[config.mk]
export PLATFORM = sky130hd
export DESIGN_NAME = hub75_bcm_scheduler
export DESIGN_NICKNAME = d
export VERILOG_FILES = /design/src/rtl/hub75_bcm_scheduler.sv
export SDC_FILE = /design/constraint.sdc
export NUM_CORES = 1
export LEC_CHECK = 0
export ABC_AREA = 1
export BUFFER_PORTS_ARGS = -buffer_cell sky130_fd_sc_hd__buf_2
export CELL_PAD_IN_SITES_DETAIL_PLACEMENT = 1
export CELL_PAD_IN_SITES_GLOBAL_PLACEMENT = 2
export CORE_MARGIN = 2
export CORE_UTILIZATION = 36
export DETAILED_ROUTE_END_ITERATION = 10
export GPL_TIMING_DRIVEN = 0
export PLACE_DENSITY = 0.87
export SLEW_MARGIN = 10
export SYNTH_ARGS = -nofsm -noshare
export SYNTH_HDL_FRONTEND = slang
export SYNTH_SLANG_ARGS = --single-unit
[constraint.sdc]
create_clock -name clk -period 7.9 [get_ports clk]
set_clock_uncertainty 0.2 [all_clocks]
set_input_delay 1.58 -clock clk [delete_from_list [all_inputs] [get_ports clk]]
set_output_delay 1.58 -clock clk [all_outputs]
set_load 0.02 [all_outputs]
[src/rtl/hub75_bcm_scheduler.sv]
// hub75_bcm_scheduler: HUB75 row / bit-plane BCM refresh sequencer. It owns row_addr, lat and oe,
// and asks the pixel shifter for one row-plane of column data at a time.
// Ports: clk / reset (sync, active-high); enable starts and stops refresh; brightness scales the OE window;
//        shift_req/shift_row/shift_plane/shift_done form the handshake with the pixel shifter;
//        row_addr/lat/oe drive the panel; frame_start, busy and frame_cnt report status.
// Optional feature: define HUB75_BCM_FRAME_CNT_EN to build the completed-frame counter. Without it,
//        frame_cnt is tied to 0.
// Latency: shift_req rises 1 cycle after enable. Each row-plane then takes the handshake cycles,
//        1 cycle for req drop, DEAD_TICKS, 1 LATCH cycle and the window.
// Backpressure: the block waits in SHIFT for as long as shift_done stays low.

module hub75_bcm_scheduler #(
   parameter int ROWS_PER_GROUP = 16,
   parameter int BITPLANES      = 4,
   parameter int BASE_TICKS     = 64,
   parameter int DEAD_TICKS     = 2,
   parameter bit OE_ACTIVE_LOW  = 1'b1
) (
   input  logic        clk,
   input  logic        reset,
   input  logic        enable,
   input  logic [7:0]  brightness,
   input  logic        shift_done,
   output logic        shift_req,
   output logic [3:0]  shift_row,
   output logic [2:0]  shift_plane,
   output logic [3:0]  row_addr,
   output logic        lat,
   output logic        oe,
   output logic        frame_start,
   output logic        busy,
   output logic [15:0] frame_cnt
);

   // The largest window, BASE_TICKS << (BITPLANES-1), fits in TW bits.
   // The brightness product needs 8 more bits, and nothing is truncated before the >> 8.
   localparam int TW = $clog2(BASE_TICKS) + BITPLANES;
   localparam int PW = TW + 8;
   localparam int DW = (DEAD_TICKS > 1) ? $clog2(DEAD_TICKS) : 1;

   localparam logic OE_ON  = OE_ACTIVE_LOW ? 1'b0 : 1'b1;
   localparam logic OE_OFF = OE_ACTIVE_LOW ? 1'b1 : 1'b0;

   localparam logic [3:0]    LAST_ROW   = 4'(ROWS_PER_GROUP - 1);
   localparam logic [2:0]    LAST_PLANE = 3'(BITPLANES - 1);
   localparam logic [DW-1:0] LAST_DEAD  = DW'(DEAD_TICKS - 1);

   typedef enum logic [2:0] {
      IDLE,
      SHIFT,
      BLANK,
      LATCH,
      SHOW
   } state_t;

   state_t        state, state_nxt;
   logic [3:0]    row, row_nxt;
   logic [2:0]    plane, plane_nxt;
   logic [TW-1:0] t, t_nxt;
   logic [DW-1:0] dead_cnt, dead_nxt;
   logic [7:0]    bri_reg, bri_nxt;

   logic          shift_req_nxt;
   logic [3:0]    shift_row_nxt;
   logic [2:0]    shift_plane_nxt;
   logic [3:0]    row_addr_nxt;
   logic          lat_nxt;
   logic          oe_nxt;
   logic          frame_start_nxt;

   logic [TW-1:0] window;
   logic [PW-1:0] product;
   logic [PW-1:0] on_ticks;
   logic          t_last;
   logic          row_last;
   logic          plane_last;
   logic [3:0]    row_adv;
   logic [2:0]    plane_adv;

   // Window geometry for the plane being shown. bri_reg only changes on entry to LATCH,
   // so a brightness change mid-window does not take effect until the next row-plane.
   assign window     = TW'(BASE_TICKS) << plane;
   assign product    = PW'(window) * (PW'(bri_reg) + PW'(1));
   assign on_ticks   = product >> 8;
   assign t_last     = (t == (window - TW'(1)));
   assign row_last   = (row == LAST_ROW);
   assign plane_last = (plane == LAST_PLANE);
   assign plane_adv  = plane_last ? 3'd0 : plane + 3'd1;
   assign row_adv    = plane_last ? (row_last ? 4'd0 : row + 4'd1) : row;

   // Every output is registered. Its next value is computed here together with the next state,
   // so each output lines up with the state it belongs to.
   always_comb begin
      state_nxt       = state;
      row_nxt         = row;
      plane_nxt       = plane;
      t_nxt           = t;
      dead_nxt        = dead_cnt;
      bri_nxt         = bri_reg;
      shift_req_nxt   = 1'b0;
      shift_row_nxt   = shift_row;
      shift_plane_nxt = shift_plane;
      row_addr_nxt    = row_addr;
      lat_nxt         = 1'b0;
      oe_nxt          = OE_OFF;
      frame_start_nxt = 1'b0;

      case (state)
         IDLE: begin
            if (enable) begin
               state_nxt       = SHIFT;
               row_nxt         = 4'd0;
               plane_nxt       = 3'd0;
               shift_req_nxt   = 1'b1;
               shift_row_nxt   = 4'd0;
               shift_plane_nxt = 3'd0;
               frame_start_nxt = 1'b1;
            end
         end

         SHIFT: begin
            if (shift_done) begin
               state_nxt = BLANK;
               dead_nxt  = '0;
            end else begin
               shift_req_nxt = 1'b1;
            end
         end

         BLANK: begin
            if (dead_cnt == LAST_DEAD) begin
               // The row address and brightness are captured on entry to LATCH.
               // Both are therefore valid during the single lat cycle.
               state_nxt    = LATCH;
               lat_nxt      = 1'b1;
               row_addr_nxt = row;
               bri_nxt      = brightness;
            end else begin
               dead_nxt = dead_cnt + DW'(1);
            end
         end

         LATCH: begin
            state_nxt = SHOW;
            t_nxt     = '0;
            oe_nxt    = (on_ticks != '0) ? OE_ON : OE_OFF;
         end

         SHOW: begin
            if (t_last) begin
               // enable is only looked at here, so a window that has started always completes.
               if (enable) begin
                  state_nxt       = SHIFT;
                  row_nxt         = row_adv;
                  plane_nxt       = plane_adv;
                  shift_req_nxt   = 1'b1;
                  shift_row_nxt   = row_adv;
                  shift_plane_nxt = plane_adv;
                  frame_start_nxt = (row_adv == 4'd0) && (plane_adv == 3'd0);
               end else begin
                  state_nxt = IDLE;
                  row_nxt   = 4'd0;
                  plane_nxt = 3'd0;
               end
            end else begin
               t_nxt  = t + TW'(1);
               oe_nxt = ((PW'(t) + PW'(1)) < on_ticks) ? OE_ON : OE_OFF;
            end
         end

         default: begin
            state_nxt = IDLE;
         end
      endcase
   end

   always_ff @(posedge clk) begin
      if (reset) begin
         state       <= IDLE;
         row         <= 4'd0;
         plane       <= 3'd0;
         t           <= '0;
         dead_cnt    <= '0;
         bri_reg     <= 8'd0;
         shift_req   <= 1'b0;
         shift_row   <= 4'd0;
         shift_plane <= 3'd0;
         row_addr    <= 4'd0;
         lat         <= 1'b0;
         oe          <= OE_OFF;
         frame_start <= 1'b0;
         busy        <= 1'b0;
      end else begin
         state       <= state_nxt;
         row         <= row_nxt;
         plane       <= plane_nxt;
         t           <= t_nxt;
         dead_cnt    <= dead_nxt;
         bri_reg     <= bri_nxt;
         shift_req   <= shift_req_nxt;
         shift_row   <= shift_row_nxt;
         shift_plane <= shift_plane_nxt;
         row_addr    <= row_addr_nxt;
         lat         <= lat_nxt;
         oe          <= oe_nxt;
         frame_start <= frame_start_nxt;
         busy        <= (state_nxt != IDLE);
      end
   end

`ifdef HUB75_BCM_FRAME_CNT_EN
   // A frame is complete when the window of the last row and the last plane ends.
   // This holds whether refresh continues or stops.
   logic frame_done;
   assign frame_done = (state == SHOW) && t_last && plane_last && row_last;

   always_ff @(posedge clk) begin
      if (reset) begin
         frame_cnt <= 16'd0;
      end else if (frame_done) begin
         frame_cnt <= frame_cnt + 16'd1;
      end
   end
`else
   assign frame_cnt = 16'd0;
`endif

endmodule
==> results.md <==
- Status: finished clean
- # diodes: 0
- CP Class: flip-flop to flip-flop
- Synthesized area per cell: 7.01 um2
- Final setup viols: 0
- Final Slew Violations: 0
- Num Clock Sinks: 45
- First-pass GRT wire length: 17,300 um
- Arr. time, crit path: 5380 ps
- Worst reg2reg setup slack: 2510 ps
- Die area: 11,500 um2
- Req. time, crit path: 7890 ps
- Share of cells above drive strength 1: 0.124
- Wirelength per Cell: 13.3 um
- CP Depth: 25
- Antenna-violating nets left: 0
- Slack of the critical path: 2510 ps
- Via Count: 3,514
- Dpl hpwl: 8130 um
- CP max stage cell: fa_1
- Leak: 2.24 nW
- Crit share post-route: 0.682
- Post-CTS Hold Buffers: 0
- Synth area leader: dfxtp_1
- Worst R2R End: oe
- Clock buffers created by TritonCTS: 5
- Core Area: 10,300 um2
- Worst Setup SP: bri_reg[0]
- Crit end category: flip-flop
- Max VDD drop: 0.139 mV
- Max_cap viols: 0
- H-tree levels: 2
- # rows: 37
- Worst slew pin tran: 609 ps
- DRT met1 WL: 4630 um
- Clk_lat worst skew: 300 ps
- Crit path time final: 5390 ps
- Fmax: 186 MHz
- Nets: 669
- Chip width: 107 um
- Total power: 0.000491 W
- Maximum root-to-sink buffer count: 2
- Initial Util: 0.371
- Syn-to-layout area delta: 12.9%
- Number of I/O pins: 44
- Seq/Total Area, Yosys: 0.235
- Area after DPL: 4200 um2
- Worst-path fanout max: 6
- Post-synthesis cell count: 547
- Port bufs: 27
- Yosys reg bits: 45
- Final wirelength: 9750 um
- Reg clk slew, reported paths: 90 ps
- RSZ-0062 raised after global routing: false
- Fin. Hold Viols: 0
- Max layer used: met4
- TNS Setup: 0 ps
- Placer Congestion: 0.837
- Pin count of the biggest net entering global routing: 15
- Max FFs per register: 10
- Critical path endpoint: oe
- Cell mode on critical path: nand2_1
- Cell area power density: 113 nW/um2
- Met2 WL: 4730 um
- Dpl ws: 2480 ps
- Worst Path Buf+Inv: 3
- R2R depth: 25
- Via density: 4.79
- Worst R2R Start: bri_reg[0]
- Cell family with most CP delay: adder cells
- CTS tree: built
- Yosys cell types: 31
- First-pass iteration count of the detailed router: 4
- Total track usage: 0.188
- Peak per-stage delay on the critical path: 560 ps
- DR iter-0 viols: 114
- Share of the synthesized area in the top cell type: 0.235
- Post-route design area: 4330 um2
- Remaining Overflow, GRT: 0
- Die Ht: 107 um
- Post-cts resize count: 0
- Synth area leaders: dfxtp_1 (23%), ha_1 (15%), nand2_1 (11%)
- Met3 wire length: 174 um
- Synthesized area: 3830 um2
- DR DRC count: 0
- Root Driver: clkbuf_8
- Vias in the first global route: 3,767
- Min-delay worst type: flip-flop to flip-flop
- Yosys warns: 0
- Startpoint Class: flip-flop
- Postcts setup bufs: 0
- Max_slew headroom: 0.594
- Initial antenna violation count: 0
==> cells in the mapped netlist <==
library cell	n
a21oi_1	38
a21oi_2	1
buf_2	1
buf_4	16
buf_6	2
clkbuf_1	7
conb_1	1
dfxtp_1	45
fa_1	14
ha_1	47
inv_1	76
inv_2	3
inv_4	1
nand2_1	117
nand2_2	5
nand2_4	2
nand3_1	34
nand3_2	3
nand3b_1	3
nand4_1	6
nor2_1	70
nor2_2	1
nor2_4	1
nor3_1	8
o211ai_1	3
o21a_1	1
o21ai_0	18
or2_0	1
or2_2	3
xnor2_1	5
xor2_1	14
==> final cells by class <==
type | instances | area (um2)
Multi-Input combinational cell | 411 | 2510
Timing Repair Buffer | 27 | 135
Clock buffer | 5 | 68.8
Tap cell | 136 | 170
Inverter | 80 | 303
Clock inverter | 3 | 65.1
Fill cell | 1350 | 5990
Sequential cell | 45 | 901
Buffer | 26 | 174
==> metrics by stage <==
step | util | hold WS, ps | cells
final | 0.419 | 268 | 733
after global routing | 0.419 | 295 | 733
after CTS | 0.419 | 271 | 733
after detailed placement | 0.406 | 257 | 725
after global placement | 0.406 | 250 | 725
after floorplan | - | 261 | 562
==> power by group <==
| group | leakage, nW | total [W] | switching (W) | internal [W] |
|---|---|---|---|---|
| registers | 0.364 | 0.000233 | 0.00000215 | 0.000230 |
| logic | 1.81 | 0.0000500 | 0.0000334 | 0.0000166 |
| clock network | 0.0681 | 0.000208 | 0.0000826 | 0.000126 |
==> cell families after synthesis <==
family | Yosys count | share of synthesized area
compound gates | 61 | 0.0832
other cells | 1 | 0.000978
flops | 45 | 0.235
simple gates | 254 | 0.287
xor+xnor | 19 | 0.0434
fa+ha+maj | 61 | 0.227
buf+inv | 106 | 0.124
==> metal layers <==
layer / vias to the layer above / track usage
met5: - / 0
met2: 36 / 0.330
met3: 13 / 0.0207
li1: 1795 / -
met4: 0 / 0.0612
met1: 1670 / 0.238
==> placed cells by master (no fill, tap or decap), types with 2 or more instances in the layout <==
cell	netlist	routed
nand3_1	34	34
nand3_2	3	3
a21oi_1	38	38
nand2_4	2	2
conb_1	1	16
nand2_1	117	117
clkbuf_1	7	7
inv_1	76	76
bufinv_16	0	2
nor3_1	8	8
nand2_2	5	5
o211ai_1	3	3
buf_2	1	28
buf_6	2	2
fa_1	14	14
nand4_1	6	6
dfxtp_1	45	45
or2_2	3	3
buf_4	16	16
xnor2_1	5	5
inv_2	3	3
nand3b_1	3	3
nor2_1	70	70
o21ai_0	18	18
xor2_1	14	14
clkbuf_8	0	5
ha_1	47	47
==> how the worst min path moves through the flow <==
stage | startpoint | end | slack [ps] | cells after the start
after global routing | shift_plane[1] | shift_plane[1] | 300 | 2
after CTS | shift_plane[0] | shift_plane[0] | 270 | 2
after floorplan | dead_cnt | dead_cnt | 260 | 2
final | shift_plane[2] | shift_plane[2] | 270 | 2
after global placement | shift_plane[0] | shift_plane[0] | 250 | 2
after detailed placement | shift_plane[0] | shift_plane[0] | 260 | 2
==> worst reg2reg max path, delay by kind of cell (launching register included) <==
family	cells	cell delay, ps
adders and majority gates	6	2550
DFF	1	420
AOI/OAI and AO/OA	2	210
and+or+nand+nor	13	1510
buffers and inverters	3	200
xor gates and xnor gates	1	200
Note: power is estimated with default switching activity, not from simulation.
